$ cat src/rtl/msg_scroll_src.sv
// Scrolling text source for a 12-digit 14-segment display multiplexer.
// Latency: segm_out is registered, one clk after digit_idx is sampled.
// Backpressure: wr_ready is high in IDLE/LOAD, low in RUN and while in reset.
//
// Ports:
//   clk, rst_n              clock, async active-low reset
//   vdd, vss                power pins (USE_POWER_PINS only)
//   clear                   sync pulse: drop the message, return to IDLE
//   wr_valid/wr_ready       character write handshake
//   wr_char, wr_last        character code (0=space, 1..26=A..Z, 27..36=0..9), end marker
//   scroll_en               enables the scroll prescaler
//   digit_idx -> segm_out   digit lookup, registered 14-segment pattern (bit13 = a)
//   msg_len, running        stored length, high in RUN
module msg_scroll_src #(
  parameter int          MSG_DEPTH  = 32,
  parameter int          DIGITS     = 12,
  parameter logic [23:0] SCROLL_DIV = 24'd6000000
) (
`ifdef USE_POWER_PINS
  inout  wire                           vdd,
  inout  wire                           vss,
`endif
  input  logic                          clk,
  input  logic                          rst_n,
  input  logic                          clear,
  input  logic                          wr_valid,
  output logic                          wr_ready,
  input  logic [5:0]                    wr_char,
  input  logic                          wr_last,
  input  logic                          scroll_en,
  input  logic [3:0]                    digit_idx,
  output logic [13:0]                   segm_out,
  output logic [$clog2(MSG_DEPTH):0]    msg_len,
  output logic                          running
);

  localparam int PW = $clog2(MSG_DEPTH);
  localparam int LW = PW + 1;
  localparam logic [LW-1:0] DIG_L  = LW'(DIGITS);
  localparam logic [3:0]    DIG_4  = 4'(DIGITS);
  localparam logic [23:0]   DIV_M1 = SCROLL_DIV - 24'd1;

  typedef enum logic [1:0] {IDLE, LOAD, RUN} state_t;

  state_t        state;
  logic [PW-1:0] wr_ptr;
  logic [PW-1:0] offset;
  logic [23:0]   prescaler;
  logic [5:0]    buffer [MSG_DEPTH];

  logic          accept;
  logic [LW-1:0] sum;
  logic [PW-1:0] rd_idx;
  logic          rd_hit;

  // wr_ready is already low in RUN, the state term only guards the handshake.
  assign accept = wr_valid && wr_ready && (state != RUN);

  // Team 14-segment font: a b c d e f g1 g2 | ul uc ur lr lc ll (bit13..bit0).
  function automatic logic [13:0] font(input logic [5:0] c);
    case (c)
      6'd1:  font = 14'b11101111000000; // A
      6'd2:  font = 14'b11110001010010; // B
      6'd3:  font = 14'b10011100000000; // C
      6'd4:  font = 14'b11110000010010; // D
      6'd5:  font = 14'b10011110000000; // E
      6'd6:  font = 14'b10001110000000; // F
      6'd7:  font = 14'b10111101000000; // G
      6'd8:  font = 14'b01101111000000; // H
      6'd9:  font = 14'b10010000010010; // I
      6'd10: font = 14'b01111000000000; // J
      6'd11: font = 14'b00001110001100; // K
      6'd12: font = 14'b00011100000000; // L
      6'd13: font = 14'b01101100101000; // M
      6'd14: font = 14'b01101100100100; // N
      6'd15: font = 14'b11111100000000; // O
      6'd16: font = 14'b11001111000000; // P
      6'd17: font = 14'b11111100000100; // Q
      6'd18: font = 14'b11001111000100; // R
      6'd19: font = 14'b10110111000000; // S
      6'd20: font = 14'b10000000010010; // T
      6'd21: font = 14'b01111100000000; // U
      6'd22: font = 14'b00001100001001; // V
      6'd23: font = 14'b01101100000101; // W
      6'd24: font = 14'b00000000101101; // X
      6'd25: font = 14'b00000000101010; // Y
      6'd26: font = 14'b10010000001001; // Z
      6'd27: font = 14'b11111100001001; // 0
      6'd28: font = 14'b01100000001000; // 1
      6'd29: font = 14'b11011011000000; // 2
      6'd30: font = 14'b11110001000000; // 3
      6'd31: font = 14'b01100111000000; // 4
      6'd32: font = 14'b10110111000000; // 5
      6'd33: font = 14'b10111111000000; // 6
      6'd34: font = 14'b11100000000000; // 7
      6'd35: font = 14'b11111111000000; // 8
      6'd36: font = 14'b11110111000000; // 9
      default: font = 14'b0;            // space and 37..63
    endcase
  endfunction

  // Window lookup. offset < msg_len and digit_idx < DIGITS < msg_len, so the
  // sum is below 2*msg_len and one conditional subtract wraps it.
  always_comb begin
    sum    = {1'b0, offset} + LW'(digit_idx);
    rd_idx = '0;
    rd_hit = 1'b0;
    if (state == RUN && digit_idx < DIG_4) begin
      if (msg_len <= DIG_L) begin
        rd_hit = LW'(digit_idx) < msg_len;
        rd_idx = PW'(digit_idx);
      end else begin
        rd_hit = 1'b1;
        rd_idx = PW'((sum >= msg_len) ? sum - msg_len : sum);
      end
    end
  end

  always_ff @(posedge clk or negedge rst_n) begin
    if (!rst_n) begin
      segm_out <= '0;
    end else begin
      segm_out <= rd_hit ? font(buffer[rd_idx]) : 14'b0;
    end
  end

  // Message storage, no reset; a write coinciding with clear is dropped.
  always_ff @(posedge clk) begin
    if (accept && !clear) begin
      buffer[wr_ptr] <= wr_char;
    end
  end

  always_ff @(posedge clk or negedge rst_n) begin
    if (!rst_n) begin
      state     <= IDLE;
      wr_ptr    <= '0;
      msg_len   <= '0;
      offset    <= '0;
      prescaler <= '0;
      wr_ready  <= 1'b0;
      running   <= 1'b0;
    end else if (clear) begin
      state     <= IDLE;
      wr_ptr    <= '0;
      msg_len   <= '0;
      offset    <= '0;
      prescaler <= '0;
      wr_ready  <= 1'b1;
      running   <= 1'b0;
    end else begin
      case (state)
        IDLE, LOAD: begin
          wr_ready <= 1'b1;
          if (accept) begin
            wr_ptr <= wr_ptr + PW'(1);
            // Filling the last entry ends the message even without wr_last.
            if (wr_last || (&wr_ptr)) begin
              state     <= RUN;
              msg_len   <= {1'b0, wr_ptr} + LW'(1);
              offset    <= '0;
              prescaler <= '0;
              wr_ready  <= 1'b0;
              running   <= 1'b1;
            end else begin
              state <= LOAD;
            end
          end
        end
        RUN: begin
          if (msg_len > DIG_L && scroll_en) begin
            if (prescaler == DIV_M1) begin
              prescaler <= '0;
              if ({1'b0, offset} + LW'(1) == msg_len) offset <= '0;
              else                                    offset <= offset + PW'(1);
            end else begin
              prescaler <= prescaler + 24'd1;
            end
          end
        end
        default: begin
          state    <= IDLE;
          wr_ready <= 1'b1;
          running  <= 1'b0;
        end
      endcase
    end
  end

endmodule

$ cat config.mk
export PLATFORM = sky130hd
export DESIGN_NAME = msg_scroll_src
export DESIGN_NICKNAME = d
export VERILOG_FILES = /design/src/rtl/msg_scroll_src.sv
export SDC_FILE = /design/constraint.sdc
export NUM_CORES = 1
export LEC_CHECK = 0
export ABC_AREA = 1
export CORE_MARGIN = 4
export CORE_UTILIZATION = 64
export CTS_BUF_LIST = sky130_fd_sc_hd__clkbuf_8
export DETAILED_ROUTE_END_ITERATION = 10
export PLACE_DENSITY = 0.83
export SLEW_MARGIN = 20
export SYNTH_ARGS = -nofsm -noshare
export SYNTH_HDL_FRONTEND = slang
export SYNTH_SLANG_ARGS = --single-unit
$ cat constraint.sdc
create_clock -name clk -period 5.54 [get_ports clk]
set_clock_uncertainty 0.15 [all_clocks]
set_input_delay 1.108 -clock clk [delete_from_list [all_inputs] [get_ports clk]]
set_output_delay 1.108 -clock clk [all_outputs]
set_load 0.02 [all_outputs]
Word-level counts from Yosys, hierarchy flattened. Memory sizes are Yosys's and may differ from the RTL's. Index checks and enable logic that the tools add are counted.

Flip-flop bits (word level): 58. Bits in latches: 0. RAM bits: 192. Memory bits (read-only): 896. Word-level logic and storage cells: 92. Memories kept: 2.

Memories: (name not given) (words 64, bits a word 14, read ports 1, clocked after memory_dff 0, write ports 0, RTL line 61) `case (c)`; buffer (words 32, bits a word 6, read ports 1, clocked after memory_dff 0, write ports 1, RTL line 49) `logic [5:0] buffer [MSG_DEPTH];`.

Add/sub/neg operators: 7. Multipliers: 0. Divide/modulo/power cells: 0. Order comparisons: 5. Equal/unequal tests: 10. Shift operators: 0. Muxes and demuxes: 40. Bitwise gates (word level): 0. Reductions and logical operators: 20.

Operator list (number): $mux W24 (5); $mux W5 (12); $pmux W24 S2 (1); $add A24 B1 Y24 const B (1); $eq A24 B23 Y1 const B (1); $mux W6 (4); $mux W14 (1); $add A5 B1 Y6 const B (2); $add A5 B1 Y5 const B (2); $mux W1 (10); $pmux W5 S2 (1); $reduce_and A5 Y1 (2); $add A5 B4 Y6 (1); $eq A6 B6 Y1 (1); $ge A6 B6 Y1 (1); $gt A6 B4 Y1 const B (1); $le A6 B4 Y1 const B (1); $lt A4 B6 Y1 (1); $mux W2 (3); $ne A3 B2 Y1 const B (2); $ne A3 B3 Y1 const B (2); $reduce_and A3 Y1 (2); $reduce_bool A2 Y1 (3); $logic_and A1 B1 Y1 (5); 14 further kinds (17).

Depth between registers and ports, before layout. An unclocked memory read counts as a cell.

Depth in word-level cells: 8. Depth in mapped cells: 34.

Worst setup path after synthesis. No wires, ideal clock.

Path type: input -> register. From: input port digit_idx[0]. To: register segm_out[10]. Data arrival time: 4.705 ns. Data required time: 5.268 ns. Setup slack: 0.563 ns. Stages: 33. Path buffers: 2. Cells stage by stage: ha_1 > fa_1 > nand2_1 > inv_1 > o21ai_0 > nand2_1 > xor2_1 > ha_1 > nand2_1 > nor2_1 > nand2_1 > nand3_4 > nand2_1 > nand3_1 > nor2b_2 > buf_4 > buf_4 > nand3_1 > nand3_1 > nand3_1 > nand2_1 > nand2_1 > nand2_1 > inv_1 > ha_1 > inv_1 > nand2_1 > nand2_1 > nand2_1 > nand2_1 > nand2_1 > nand2_1 > a21oi_1.

Word-level cells in the longest chain between the ends: 8. Elaborated cells between the ends (all ways): 14.

RTL lines: start, declared (RTL line 31) `input logic [3:0] digit_idx,`; $add A5 B4 Y6 (RTL line 105) `sum = {1'b0, offset} + LW'(digit_idx);`; $sub A5 B5 Y5 or $ge A6 B6 Y1 (tied branches) (RTL line 114) `rd_idx = PW'((sum >= msg_len) ? sum - msg_len : sum);`; $mux W5 (RTL line 114); $mux W5 (RTL line 109) `if (msg_len <= DIG_L) begin`; $mux W5 (RTL line 108) `if (state == RUN && digit_idx < DIG_4) begin`; $mem_v2 Z32 W6; $mem_v2 Z64 W14; $mux W14 (*) (RTL line 123) `segm_out <= rd_hit ? font(buffer[rd_idx]) : 14'b0;`; end signal, assigned (RTL line 123); end, declared (RTL line 32) `output logic [13:0] segm_out,`.

Every way passes the cells marked *; elsewhere a longest branch is shown, timed or not. A chain may end at the register's enable or synchronous reset.

Worst setup path after layout.
From: input port digit_idx[0]. To: register segm_out[13].

The elaborated chain is that of the path after synthesis.

==> impl_results.md <==
* Worst Tran Pin Value at 1.11 ns
* Drt total wl at around 31000 µm
* Vias in the first global route at 9499
* Initial core utilization at 65.2%
* Switch Pwr at 1.13 mW
* Crit path max-delay family: simple AND/OR/NAND/NOR gates
* P per Cell Area at 300 nW/µm²
* Core Footprint at 18700 µm²
* Flop pwr share at 48.7%
* Min Hold Slack at between 0.3 and 0.4 ns
* EDFF count, synth at 192
* Worst-path maximum fanout at 51
* Worst setup SP type: primary input
* Final setup vio count at 0
* Fill cells at approximately 1200
* Layout cells sized above 1 at 12.6%
* Max Slew Vio Count at 0
* Avg WL per Cell at 19.0 µm
* Footprint of the multi-input gates at 4250 µm²
* Critical path type: in2reg
* Worst Path Arrival at approximately 5.5 ns
* Clk_lat worst skew at 0.56 ns
* Drt first-iter violations at 1179
* Finished Layout Cells at 1612
* Syn Nets at 1283
* First-pass GRT wire length at 48900 µm
* Logic gate share of total power at between 10 and 15%
* Crit path required time at between 5 and 6 ns
* Top_reg_cell synth: edfxtp_1
* Chip width at 146 µm
* CTS clk-pin slew, worst paths at roughly 0.060 ns
* Clk root buf: clkbuf_8
* FF+latch count, synth at 250
* Max-Cap Viols at 0
* Switching portion of total power at 26.7%
* Fin. Hold Viols at 0
* Power Internal at 3.10 mW
* Power consumption at 4.24 mW
* CP max-delay cell: clkdlybuf4s50_1
* Max Root-Sink Buffers at 3
* Status: finished, final reports clean
* # DRC at 0
* Synth warn at 0
* Gpl congestion at 0.976
* Final HPWL from detailed placement at between 20000 and 25000 µm
* Mapped Cells at 1237
* Setup crit end kind: flip-flop
* Clk pwr share at 37.3%
* Ys async rst share at 23.2%
* Die Span Y at ~150 µm
* Detail Route Antenna Nets at 0
* Beginning of the worst register-to-register path: offset[0]
* Hold Startpoint: prescaler[20]
* Reg2Reg Depth at 28
* Setup crit start: digit_idx[0]
* PnR worst setup slack at 0.358 ns
* Slowest cell delay on critical path at roughly 0.44 ns
* Post-synthesis sequential area ratio at roughly 60%
* Antenna violations before repair at 0
* Synth area leader: edfxtp_1
* Synth unique cells at between 40 and 50
* Mean Syn Cell Area at 9.85 µm²
* Full die area at 21300 µm²
* TritonCTS clock tree: done
* RSZ-0062 raised after global routing: yes
* Most common cell in the netlist: nand2_1
* Rel. slew slack at 25.5%
* H-tree depth at 2
* Setup TNS Final at 0 ns
* Commonest cells in the netlist: nand2_1, nand3_1, edfxtp_1
* Minimum clock period at slightly above 5 ns
* Site Rows at 50
* Reg-to-Reg End: segm_out[13]
* Gr ovfl total at 0
* GRT Total Usage at 28.5%
* Number of port buffers at 37
* Dominant cells by area after synthesis: edfxtp_1, dfrtp_1, nand3_1
* Hold crit path type: reg2reg
* Peak supply drop at between 0.0003 and 0.0004 V
* Cell Area, Synth at 12200 µm²
* Routed vias/inst at 6.06
* I/O pin cnt at 38
* Largest net degree at the start of global routing at 60
* Placed Cells at around 1500
* Clock tree sinks at 250
* Top cell type's share of synthesized area at between 40% and 50%
* Cts bufs inserted at 40
* Syn-to-layout area delta at 16.0%
* WP buf/inv at 6
* First drt pass iteration count at 7
* Routed via count at around 9800
* Flop-to-flop setup slack at 0.85 ns
* Post-route clock period utilization at 93.5%
* Static Leak at 5.71 nW
* Pre-CTS WS at -0.189 ns
* Hold path depth at 1
* Register area at 7220 µm²
* CP dominant cell by count: nand2_1
* WHS Endpoint: prescaler[20]
* ANT cells at 0
* Fmax at 193 MHz
* Nets at 1392
## cell type report
| class | count | area share (%) |
|---|---|---|
| inverter | 117 | 3.12 |
| multi-input combinational | 817 | 30.1 |
| clock inverter | 30 | 1.39 |
| tap | 234 | 2.07 |
| sequential | 250 | 51.0 |
| clock buffer | 44 | 4.28 |
| timing repair buffer | 120 | 8.02 |
## cells in the final DEF (no fill, tap or decap), drive strengths merged, types with 7 or more instances in the layout
cell type	count
nand4	9
edfxtp	192
inv	130
o211ai	34
nand2	246
o21ai	41
ha	28
nand3b	11
o22ai	10
clkdlybuf4s50	33
dfrtp	58
nor3	8
buf	85
clkinv	15
xor2	7
clkbuf	46
nor2	96
or2	13
a21oi	47
nand3	239
## how the worst max path moves through the flow
stage          slack [ns]            to  depth (start not counted)
2_1_floorplan        0.56  segm_out[10]                         33
3_3_place_gp        -0.01  segm_out[10]                         34
3_5_place_dp        -0.19  segm_out[10]                         34
4_1_cts              0.36  segm_out[10]                         34
5_1_grt            -0.002  segm_out[10]                         32
6_report             0.36  segm_out[13]                         29
## what timing repair did
| action | CTS | global route |
|---|---|---|
| setup buffers | 0 | 0 |
| gates resized for setup | 0 | 3 |
| hold buffers | 0 | 0 |
| endpoints found under the setup margin | 0 | 11 |
## flip-flops by register name, indices dropped and copies added (netlist names)
name       cells
wr_ready       1
buffer       192
offset         5
prescaler     24
msg_len        6
state          2
running        1
segm_out      14
wr_ptr         5
## power groups by stage
stage | clock network [mW] | registers [mW] | logic, mW
floorplan | 0 | 2.10 | 0.350
global placement | 0 | 2.10 | 0.566
detailed placement | 0 | 2.10 | 0.576
CTS | 1.59 | 2.06 | 0.580
global route | 1.68 | 2.06 | 0.654
finish | 1.58 | 2.06 | 0.593
## stage by stage
stage	cell area [µm²]	utilization (%)
after floorplan	12200	-
after global placement	13300	71.1
after detailed placement	13300	71.1
after CTS	14100	75.3
after global routing	14100	75.6
final	14100	75.6
## metal layers
| metal | GRT usage [%] | vias up | routed length [µm] |
|---|---|---|---|
| met5 | 0 | - | 0 |
| met4 | 11.3 | 0 | 1060 |
| met3 | 4.59 | 91 | 2790 |
| met2 | 46.5 | 545 | 15000 |
| met1 | 39.0 | 4611 | 11800 |
| li1 | - | 4519 | - |
## logic make-up (layout without fill, tap and decap cells)
kind of cell	Yosys count	after routing	synth area share [%]
and+or+nand+nor	630	630	23.5
DFF	250	250	59.2
buffers and inverters	170	311	6.09
AOI/OAI and AO/OA	146	146	7.27
adders and majority gates	30	30	3.20
xor gates and xnor gates	11	11	0.790
(Power assumes the default switching activity.)
